`config.mk`:
```
export PLATFORM = sky130hd
export DESIGN_NAME = ram_16x8_flat
export DESIGN_NICKNAME = d
export VERILOG_FILES = /design/src/rtl/sap_pkg.sv /design/src/rtl/ram_16x8_if.sv /design/src/rtl/sync_fall_detect.sv /design/src/rtl/ram_16x8.sv /design/src/flat_wrapper.sv
export SDC_FILE = /design/constraint.sdc
export NUM_CORES = 1
export LEC_CHECK = 0
export BUFFER_PORTS_ARGS = -buffer_cell sky130_fd_sc_hd__buf_2
export CAP_MARGIN = 10
export CORE_MARGIN = 1.5
export CORE_UTILIZATION = 43
export CTS_CLUSTER_DIAMETER = 150
export DETAILED_ROUTE_END_ITERATION = 8
export PLACE_DENSITY_LB_ADDON = 0.25
export SLEW_MARGIN = 10
export SYNTH_ARGS = -nofsm -noshare
export SYNTH_HDL_FRONTEND = slang
export SYNTH_SLANG_ARGS = --single-unit
```
`constraint.sdc`:
```
create_clock -name clk -period 1.4 [get_ports clk]
set_input_delay 0.07 -clock clk [delete_from_list [all_inputs] [get_ports clk]]
set_output_delay 0.07 -clock clk [all_outputs]
set_load 0.05 [all_outputs]
```
`src/rtl/sap_pkg.sv`:
```
// Shared types and sizes for the SAP-style CPU memory path.
package sap_pkg;

    localparam int ADDR_W    = 4;
    localparam int DATA_W    = 8;
    localparam int MEM_DEPTH = 1 << ADDR_W;

    typedef enum logic [1:0] {
        IDLE,
        WRITE,
        WAIT_REL
    } ram_state_t;

endpackage

```
`src/rtl/ram_16x8_if.sv`:
```
// Signal bundle between the MAR/input-register stage and the RAM.
interface ram_16x8_if #(
    parameter int ADDR_W = sap_pkg::ADDR_W,
    parameter int DATA_W = sap_pkg::DATA_W
) ();

    logic              prog;
    logic [ADDR_W-1:0] addr;
    logic [DATA_W-1:0] data_in;
    logic              n_write;
    logic              n_enable;
    logic [DATA_W-1:0] bus_out;
    logic              bus_oe;
    logic              busy;
    logic [ADDR_W-1:0] wr_ptr;

    modport master (
        output prog, addr, data_in, n_write, n_enable,
        input  bus_out, bus_oe, busy, wr_ptr
    );

    modport slave (
        input  prog, addr, data_in, n_write, n_enable,
        output bus_out, bus_oe, busy, wr_ptr
    );

endinterface

```
`src/rtl/sync_fall_detect.sv`:
```
// Two-flop synchronizer for an asynchronous button pin plus a
// single-cycle falling-edge pulse; all flops reset to the released level.
module sync_fall_detect (
    input  logic clk,
    input  logic rst_n,
    input  logic i_pin,
    output logic o_sync,
    output logic o_fall
);

    logic r_meta;
    logic r_sync;
    logic r_prev;

    always_ff @(posedge clk or negedge rst_n) begin
        if (!rst_n) begin
            r_meta <= 1'b1;
            r_sync <= 1'b1;
            r_prev <= 1'b1;
        end else begin
            r_meta <= i_pin;
            r_sync <= r_meta;
            r_prev <= r_sync;
        end
    end

    assign o_sync = r_sync;
    assign o_fall = r_prev & ~r_sync;

endmodule

```
`src/rtl/ram_16x8.sv`:
```
// 16x8 program/data RAM: button-driven writes in programming mode,
// registered reads every cycle. Option: RAM_AUTO_INC_EN (pointer writes).
module ram_16x8 #(
    parameter int ADDR_W = sap_pkg::ADDR_W,
    parameter int DATA_W = sap_pkg::DATA_W
) (
    input  logic       clk,
    input  logic       rst_n,
    ram_16x8_if.slave  bus
);

    import sap_pkg::*;

    localparam int DEPTH = 1 << ADDR_W;

    ram_state_t        r_state;
    ram_state_t        w_next;
    logic              w_capture;
    logic              w_commit;
    logic              w_sync;
    logic              w_fall;
    logic [DATA_W-1:0] r_hold_data;
    logic [ADDR_W-1:0] w_waddr;
    logic [DATA_W-1:0] r_mem [DEPTH];
    logic [DATA_W-1:0] r_bus_out;
    logic              r_bus_oe;

    sync_fall_detect u_wr_btn (
        .clk    (clk),
        .rst_n  (rst_n),
        .i_pin  (bus.n_write),
        .o_sync (w_sync),
        .o_fall (w_fall)
    );

    always_ff @(posedge clk or negedge rst_n) begin
        if (!rst_n) begin
            r_state <= IDLE;
        end else begin
            r_state <= w_next;
        end
    end

    // One press yields one write: WAIT_REL holds until the pin is released.
    always_comb begin
        w_next    = r_state;
        w_capture = 1'b0;
        w_commit  = 1'b0;
        unique case (r_state)
            IDLE: begin
                if (w_fall && bus.prog) begin
                    w_capture = 1'b1;
                    w_next    = WRITE;
                end
            end
            WRITE: begin
                w_commit = 1'b1;
                w_next   = WAIT_REL;
            end
            WAIT_REL: begin
                if (w_sync) begin
                    w_next = IDLE;
                end
            end
            default: begin
                w_next = IDLE;
            end
        endcase
    end

    always_ff @(posedge clk or negedge rst_n) begin
        if (!rst_n) begin
            r_hold_data <= '0;
        end else if (w_capture) begin
            r_hold_data <= bus.data_in;
        end
    end

`ifdef RAM_AUTO_INC_EN
    logic [ADDR_W-1:0] r_wr_ptr;

    // A write already in flight finishes at the old pointer even if prog drops.
    always_ff @(posedge clk or negedge rst_n) begin
        if (!rst_n) begin
            r_wr_ptr <= '0;
        end else if (w_commit && bus.prog) begin
            r_wr_ptr <= r_wr_ptr + 1'b1;
        end else if (!bus.prog) begin
            r_wr_ptr <= '0;
        end
    end

    assign w_waddr    = r_wr_ptr;
    assign bus.wr_ptr = r_wr_ptr;
`else
    logic [ADDR_W-1:0] r_hold_addr;

    always_ff @(posedge clk or negedge rst_n) begin
        if (!rst_n) begin
            r_hold_addr <= '0;
        end else if (w_capture) begin
            r_hold_addr <= bus.addr;
        end
    end

    assign w_waddr    = r_hold_addr;
    assign bus.wr_ptr = '0;
`endif

    always_ff @(posedge clk or negedge rst_n) begin
        if (!rst_n) begin
            for (int i = 0; i < DEPTH; i++) begin
                r_mem[i] <= '0;
            end
        end else if (w_commit) begin
            r_mem[w_waddr] <= r_hold_data;
        end
    end

    // Read sees the pre-write word on a same-edge collision.
    always_ff @(posedge clk or negedge rst_n) begin
        if (!rst_n) begin
            r_bus_out <= '0;
            r_bus_oe  <= 1'b0;
        end else begin
            r_bus_out <= r_mem[bus.addr];
            r_bus_oe  <= ~bus.n_enable;
        end
    end

    assign bus.bus_out = r_bus_out;
    assign bus.bus_oe  = r_bus_oe;
    assign bus.busy    = (r_state != IDLE);

endmodule

```
`src/flat_wrapper.sv`:
```
// flat-port wrapper written by rule: the top's interface ports become plain ports
module ram_16x8_flat import sap_pkg::*;
#(
    parameter int ADDR_W = sap_pkg::ADDR_W,
    parameter int DATA_W = sap_pkg::DATA_W
)
  (clk, rst_n, bus_prog, bus_addr, bus_data_in, bus_n_write, bus_n_enable, bus_bus_out, bus_bus_oe, bus_busy, bus_wr_ptr);
  ram_16x8_if #(.ADDR_W(ADDR_W), .DATA_W(DATA_W)) bus_i ();
  input  logic clk;
  input  logic rst_n;
  input wire logic [$bits(bus_i.prog)-1:0] bus_prog;
  input wire logic [$bits(bus_i.addr)-1:0] bus_addr;
  input wire logic [$bits(bus_i.data_in)-1:0] bus_data_in;
  input wire logic [$bits(bus_i.n_write)-1:0] bus_n_write;
  input wire logic [$bits(bus_i.n_enable)-1:0] bus_n_enable;
  output wire logic [$bits(bus_i.bus_out)-1:0] bus_bus_out;
  output wire logic [$bits(bus_i.bus_oe)-1:0] bus_bus_oe;
  output wire logic [$bits(bus_i.busy)-1:0] bus_busy;
  output wire logic [$bits(bus_i.wr_ptr)-1:0] bus_wr_ptr;
  assign bus_i.prog = bus_prog;
  assign bus_i.addr = bus_addr;
  assign bus_i.data_in = bus_data_in;
  assign bus_i.n_write = bus_n_write;
  assign bus_i.n_enable = bus_n_enable;
  assign bus_bus_out = bus_i.bus_out;
  assign bus_bus_oe = bus_i.bus_oe;
  assign bus_busy = bus_i.busy;
  assign bus_wr_ptr = bus_i.wr_ptr;
  ram_16x8 #(.ADDR_W(ADDR_W), .DATA_W(DATA_W)) u_core (.clk(clk), .rst_n(rst_n), .bus(bus_i));
endmodule
```
==> results.txt, run 1 <==
Final min period -> 1580 ps
met1 usage -> 27.3%
CTS tree -> done
clock sinks -> 154
# rows -> 46
Synth area leader -> dfrtp_1
layout cells sized above 1 -> 62.6%
met2 usage -> 33.1%
CTS Buf Count -> 17
CP Max Fanout -> 8
Core Area -> 15800 um2
largest net degree at the start of global routing -> 48
Seq/Total Area, Yosys -> 56.1%
slack of the critical path -> -183 ps
initial antenna violation count -> 0
Distinct cells, synth -> 30
synthesis-to-layout area growth -> 28.6%
Die Area -> 16800 um2
clock skew -> 7.46 ps
DRT Pass-1 Iters -> 4
All-Layer GR Usage -> 20.1%
Post-synth EDFFs -> 0
Post-Syn Instances -> 414
Via Count -> 3827
Yosys warning count -> 0
gr busiest metal -> met2
first-pass GRT wire length -> 24300 um
clock root buffer -> clkbuf_16
n_diodes -> 0
clock latency on the worst-skew pair -> 410 ps
final core occ -> 56.1%
routed wire length -> 15400 um
DRT iter0 DRCs -> 212
Final nets -> 512
WL/cell -> 21.2 um
htree depth -> 4
CTS max path bufs -> 2
max_slew headroom -> 39.0%
critical path arrival -> 1880 ps
Register Area -> 3860 um2
Mapped Avg Cell Area -> 16.6 um2
Worst setup SP type -> flip-flop
filler instances -> 1240
GPL Wtd Cong -> 0.795
status -> finished, violations left
PwrDens -> 1620 nW/um2
max-cap violations -> 0
vias per cell -> 5.29
ys async rst share -> 100%
Least-Margin Pin Slew -> 913 ps
critical path endpoint category -> flip-flop
M3 GR Usage -> 4.71%
fin crit share -> 113%
Crit Path Class -> reg -> reg
Main synth FF type -> dfrtp_1
final slew viol count -> 0
DP Worst Slack -> -194 ps
RSZ-0062 raised after global routing -> yes
Starting Density -> 43.6%
final setup fails -> 135
Pleak -> 4.18 nW
post-DP HPWL -> 9750 um
final hold vios -> 0
most common cell after layout, fill and taps aside -> dfrtp_1
share of the synthesized area in the top cell type -> 55.0%
Post-Syn Area -> 6870 um2
via count of the first global-routing pass -> 4188
Antenna Nets Post-Route -> 0
Synth area leaders -> dfrtp_1 55%, mux2_2 20%, mux4_2 8.8%, mux2_4 4.4%, mux4_1 1.9%
failing checks -> setup timing
GRT overflow -> 0
IO Pins -> 31
Die Wd -> 129 um
FMAX -> 0.632 GHz
Multi-input gate area -> 3130 um2
Hold WC Path Type -> in -> async
drt drc -> 0
number of port buffers -> 26
peak supply drop -> 1.38 mV
die height -> 129 um
synthesis-stage register bit count -> 154
Data required, critical path -> 1690 ps
most frequent cells in the layout -> 146 x dfrtp_1, 87 x mux2_2, 54 x mux2_4
clock transition at the registers of the reported paths -> 60 ps
[what timing repair did]
| item | in CTS | in global routing |
|---|---|---|
| hold buffers | 13 | 0 |
| endpoints found under the hold margin | 145 | 0 |
| endpoints found under the setup margin | 146 | 147 |
| pin swaps | 1 | 7 |
| buffers inserted | 5 | 10 |
| gates resized for setup | 54 | 19 |
| gates cloned | 0 | 1 |
[metrics by stage]
stage / power [W] / cells / setup TNS, ps / area (um2) / hold slack, ps
finish: 0.0143 / 724 / -13760 / 8840 / 166
global route: 0.0150 / 724 / -19780 / 8840 / 175
CTS: 0.0143 / 714 / -12330 / 8640 / 160
detailed placement: 0.00890 / 665 / -15840 / 7600 / 39.1
global placement: 0.00876 / 665 / -12850 / 7600 / 36.3
floorplan: 0.00801 / 417 / -3910 / 6940 / -226
[cell usage after synthesis (2+ instances only)]
cell	count
a22oi_1	16
and2b_1	3
and4bb_4	2
buf_2	4
buf_4	5
buf_6	8
clkbuf_1	11
dfrtp_1	151
dfstp_2	3
mux2_2	120
mux2_4	20
mux4_1	5
mux4_2	27
nand2_1	9
nand2_2	9
nor2_1	3
nor2b_1	5
[kinds of logic after synthesis]
logic type / after synthesis / share of synthesized area, %
other: 1 / 0.0546
multiplexers: 173 / 34.9
AO/OA/AOI/OAI: 16 / 1.75
AND/OR/NAND/NOR: 39 / 4.20
buffers and inverters: 31 / 2.93
flip-flops: 154 / 56.1
[power breakdown]
part	total, W	leakage, nW	internal, W	switching (W)
clock network	0.00509	0.315	0.00330	0.00178
registers	0.00639	2.06	0.00551	0.000886
logic	0.00285	1.81	0.00175	0.00111
[final cells by class]
| class | instances | area share (%) |
|---|---|---|
| clock inverter | 11 | 2.17 |
| inverter | 1 | 0.0425 |
| sequential | 154 | 43.7 |
| clock buffer | 21 | 5.32 |
| timing repair buffer | 89 | 10.3 |
| multi-input combinational | 232 | 35.4 |
| tap | 216 | 3.06 |
[worst paths after layout]
| path | from | endpoint | slack [ps] | cells after the start |
|---|---|---|---|---|
| max in group asynchronous | rst_n | u_core.r_mem[92]$_DFFE_PN0P_ | 640 | 3 |
| worst min-delay path | rst_n | u_core.r_mem[4]$_DFFE_PN0P_ | 170 | 2 |
| worst max register to register | u_core.r_hold_addr[1]$_DFFE_PN0P_ | u_core.r_mem[16]$_DFFE_PN0P_ | -180 | 4 |
| worst max-delay path | u_core.r_hold_addr[1]$_DFFE_PN0P_ | u_core.r_mem[16]$_DFFE_PN0P_ | -180 | 4 |
| worst min register to register | u_core.u_wr_btn.r_meta$_DFF_PN1_ | u_core.u_wr_btn.o_sync$_DFF_PN1_ | 360 | 0 |
| min in group clk | bus_addr[0] | u_core.r_hold_addr[0]$_DFFE_PN0P_ | 170 | 3 |
[routing by layer]
| metal | up-vias | part of all wire [%] |
|---|---|---|
| li1 | 1697 | - |
| met1 | 2076 | 47 |
| met5 | - | 0 |
| met4 | 0 | 0.47 |
| met2 | 50 | 50 |
| met3 | 4 | 2.5 |
[worst max-delay path: stages, from the launching register on]
cell and delay, ps:
dfrtp_2 460, and4bb_4 380, and2b_1 180, buf_12 150
mux2_4 300
[flip-flops by register name, summed over array words and instances, names as in the netlist]
| register | flops |
|---|---|
| u_core.r_mem | 128 |
| u_core.bus.bus_out | 8 |
| u_core.r_hold_data | 8 |
| u_core.r_hold_addr | 4 |
| u_core.r_state | 2 |
| u_core.bus.bus_oe | 1 |
| u_core.u_wr_btn.o_sync | 1 |
| u_core.u_wr_btn.r_meta | 1 |
| u_core.u_wr_btn.r_prev | 1 |
No activity file was read; power rests on OpenSTA's default activity.
==> run 2, diff against run 1 <==
- SETUP_SLACK_MARGIN: unset -> 0.05
==> results.txt, run 2 (synthesis gave the netlist of run 1 again) <==
Worst setup SP type -> flip-flop
Die Area -> 16800 um2
delay-heaviest family, CP -> simple AND/OR/NAND/NOR gates
# rows -> 46
Hold WC Path Type -> in -> async
DRT iter0 DRCs -> 222
peak supply drop -> 0.940 mV
Final nets -> 509
Starting Density -> 43.6%
max_slew headroom -> 21.7%
status -> finished, violations left
CTS max path bufs -> 2
Via Count -> 3789
most common cell after layout, fill and taps aside -> dfrtp_1
GPL Wtd Cong -> 0.759
routed wire length -> 14800 um
fin crit share -> 115%
slack of the critical path -> -207 ps
gr busiest metal -> met2
critical path endpoint category -> flip-flop
Antenna Nets Post-Route -> 0
final slew viol count -> 0
RSZ-0062 raised after global routing -> yes
most frequent cells in the layout -> 146 x dfrtp_1, 73 x mux2_4, 68 x mux2_2
vias per cell -> 5.26
Core Area -> 15800 um2
All-Layer GR Usage -> 19.6%
CP Max Fanout -> 8
critical path buffer and inverter count -> 1
number of port buffers -> 26
clock sinks -> 154
synthesis-to-layout area growth -> 28.5%
Crit Path Class -> reg -> reg
PwrDens -> 1600 nW/um2
Reg with most FFs -> u_core.r_mem
critical path cell sequence -> and4bb_4 -> nor2b_4 -> buf_12 -> mux2_4
FMAX -> 0.622 GHz
clock skew -> 8.31 ps
clock latency on the worst-skew pair -> 420 ps
setup TNS -> -16700 ps
WL/cell -> 20.6 um
IO Pins -> 31
M3 GR Usage -> 4.50%
max incr delay on CP -> 460 ps
filler instances -> 1279
Final min period -> 1610 ps
DP Worst Slack -> -253 ps
met1 usage -> 27.6%
Data required, critical path -> 1700 ps
CTS tree -> done
first-pass GRT wire length -> 24000 um
dpl cell area -> 7640 um2
Die Wd -> 129 um
Largest register FFs -> 128
post-DP HPWL -> 9460 um
Layout Cells excl Fill -> 721
slowest CP cell -> dfrtp_2
failing checks -> setup timing
final hold slack -> 143 ps
GRT overflow -> 0
Post-Place Cells -> 663
clock transition at the registers of the reported paths -> 60 ps
initial antenna violation count -> 0
met2 usage -> 30.8%
Least-Margin Pin Slew -> 1170 ps
largest net degree at the start of global routing -> 55
layout cells sized above 1 -> 63.4%
drt drc -> 0
Multi-input gate area -> 3190 um2
n_diodes -> 0
max-cap violations -> 0
clock root buffer -> clkbuf_16
Pleak -> 4.24 nW
final hold vios -> 0
CTS Buf Count -> 17
die height -> 129 um
final setup fails -> 141
via count of the first global-routing pass -> 4145
critical path arrival -> 1910 ps
Register Area -> 3860 um2
htree depth -> 4
DRT Pass-1 Iters -> 4
post-route cell area -> 8840 um2
run 2: cell count changes in the layout (fill, tap and decap cells not counted), moves of 2 or more:
cell,before,now
mux2_2,87,68
mux2_4,54,73
nand2_4,1,5
mux4_1,4,1
mux4_2,28,31
nand2_8,7,4
a22oi_1,7,5
a22oi_2,9,11
buf_4,24,22
nor2_2,2,0
nor2_4,0,2
run 2: worst paths after layout:
path                                                   start                                 to  slack (ps)  depth (start not counted)
max                        u_core.r_hold_addr[0]$_DFFE_PN0P_       u_core.r_mem[10]$_DFFE_PN0P_        -210                          4
min                                                    rst_n  u_core.r_hold_data[2]$_DFFE_PN0P_         140                          2
max reg2reg                u_core.r_hold_addr[0]$_DFFE_PN0P_       u_core.r_mem[10]$_DFFE_PN0P_        -210                          4
min reg2reg                 u_core.u_wr_btn.r_meta$_DFF_PN1_   u_core.u_wr_btn.o_sync$_DFF_PN1_         360                          0
max in group asynchronous                              rst_n       u_core.r_mem[27]$_DFFE_PN0P_         640                          3
min in group clk                                    bus_prog      u_core.r_state[0]$_DFFE_PN0P_         190                          3
run 2: repair_timing:
item,in CTS,in global routing
resized for setup,78,11
buffers inserted,10,3
endpoints found under the setup margin,147,147
hold buffers,13,0
hold endpoints to repair,163,0
pin swaps,6,11
cloned,0,0
run 2: cell type report:
cell class	instances	share of cell area (%)
Sequential cell	154	43.7
Multi-Input combinational cell	232	36.1
Timing Repair Buffer	86	9.87
Clock buffer	21	5.32
Tap cell	216	3.06
Clock inverter	11	1.90
Inverter	1	0.0425
run 2: routing by layer:
metal / part of all wire [%] / vias up / routed length [um]
met5: 0 / - / 0
met4: 1.2 / 0 / 183
met3: 3.3 / 18 / 483
met1: 48 / 2029 / 7050
li1: - / 1677 / -
met2: 48 / 65 / 7110
run 2: power breakdown:
part           switching (W)  internal [W]  leakage, nW  total (W)
registers           0.000832       0.00551         2.06    0.00634
logic                0.00111       0.00179         1.87    0.00290
clock network        0.00176       0.00312        0.309    0.00488
total                0.00370        0.0104         4.24     0.0141
run 2: through the flow:
step	util (%)	power, W
2_1_floorplan	-	0.00804
6_report	56.0	0.0141
4_1_cts	55.7	0.0142
5_1_grt	56.0	0.0147
3_5_place_dp	48.4	0.00882
3_3_place_gp	48.4	0.00868
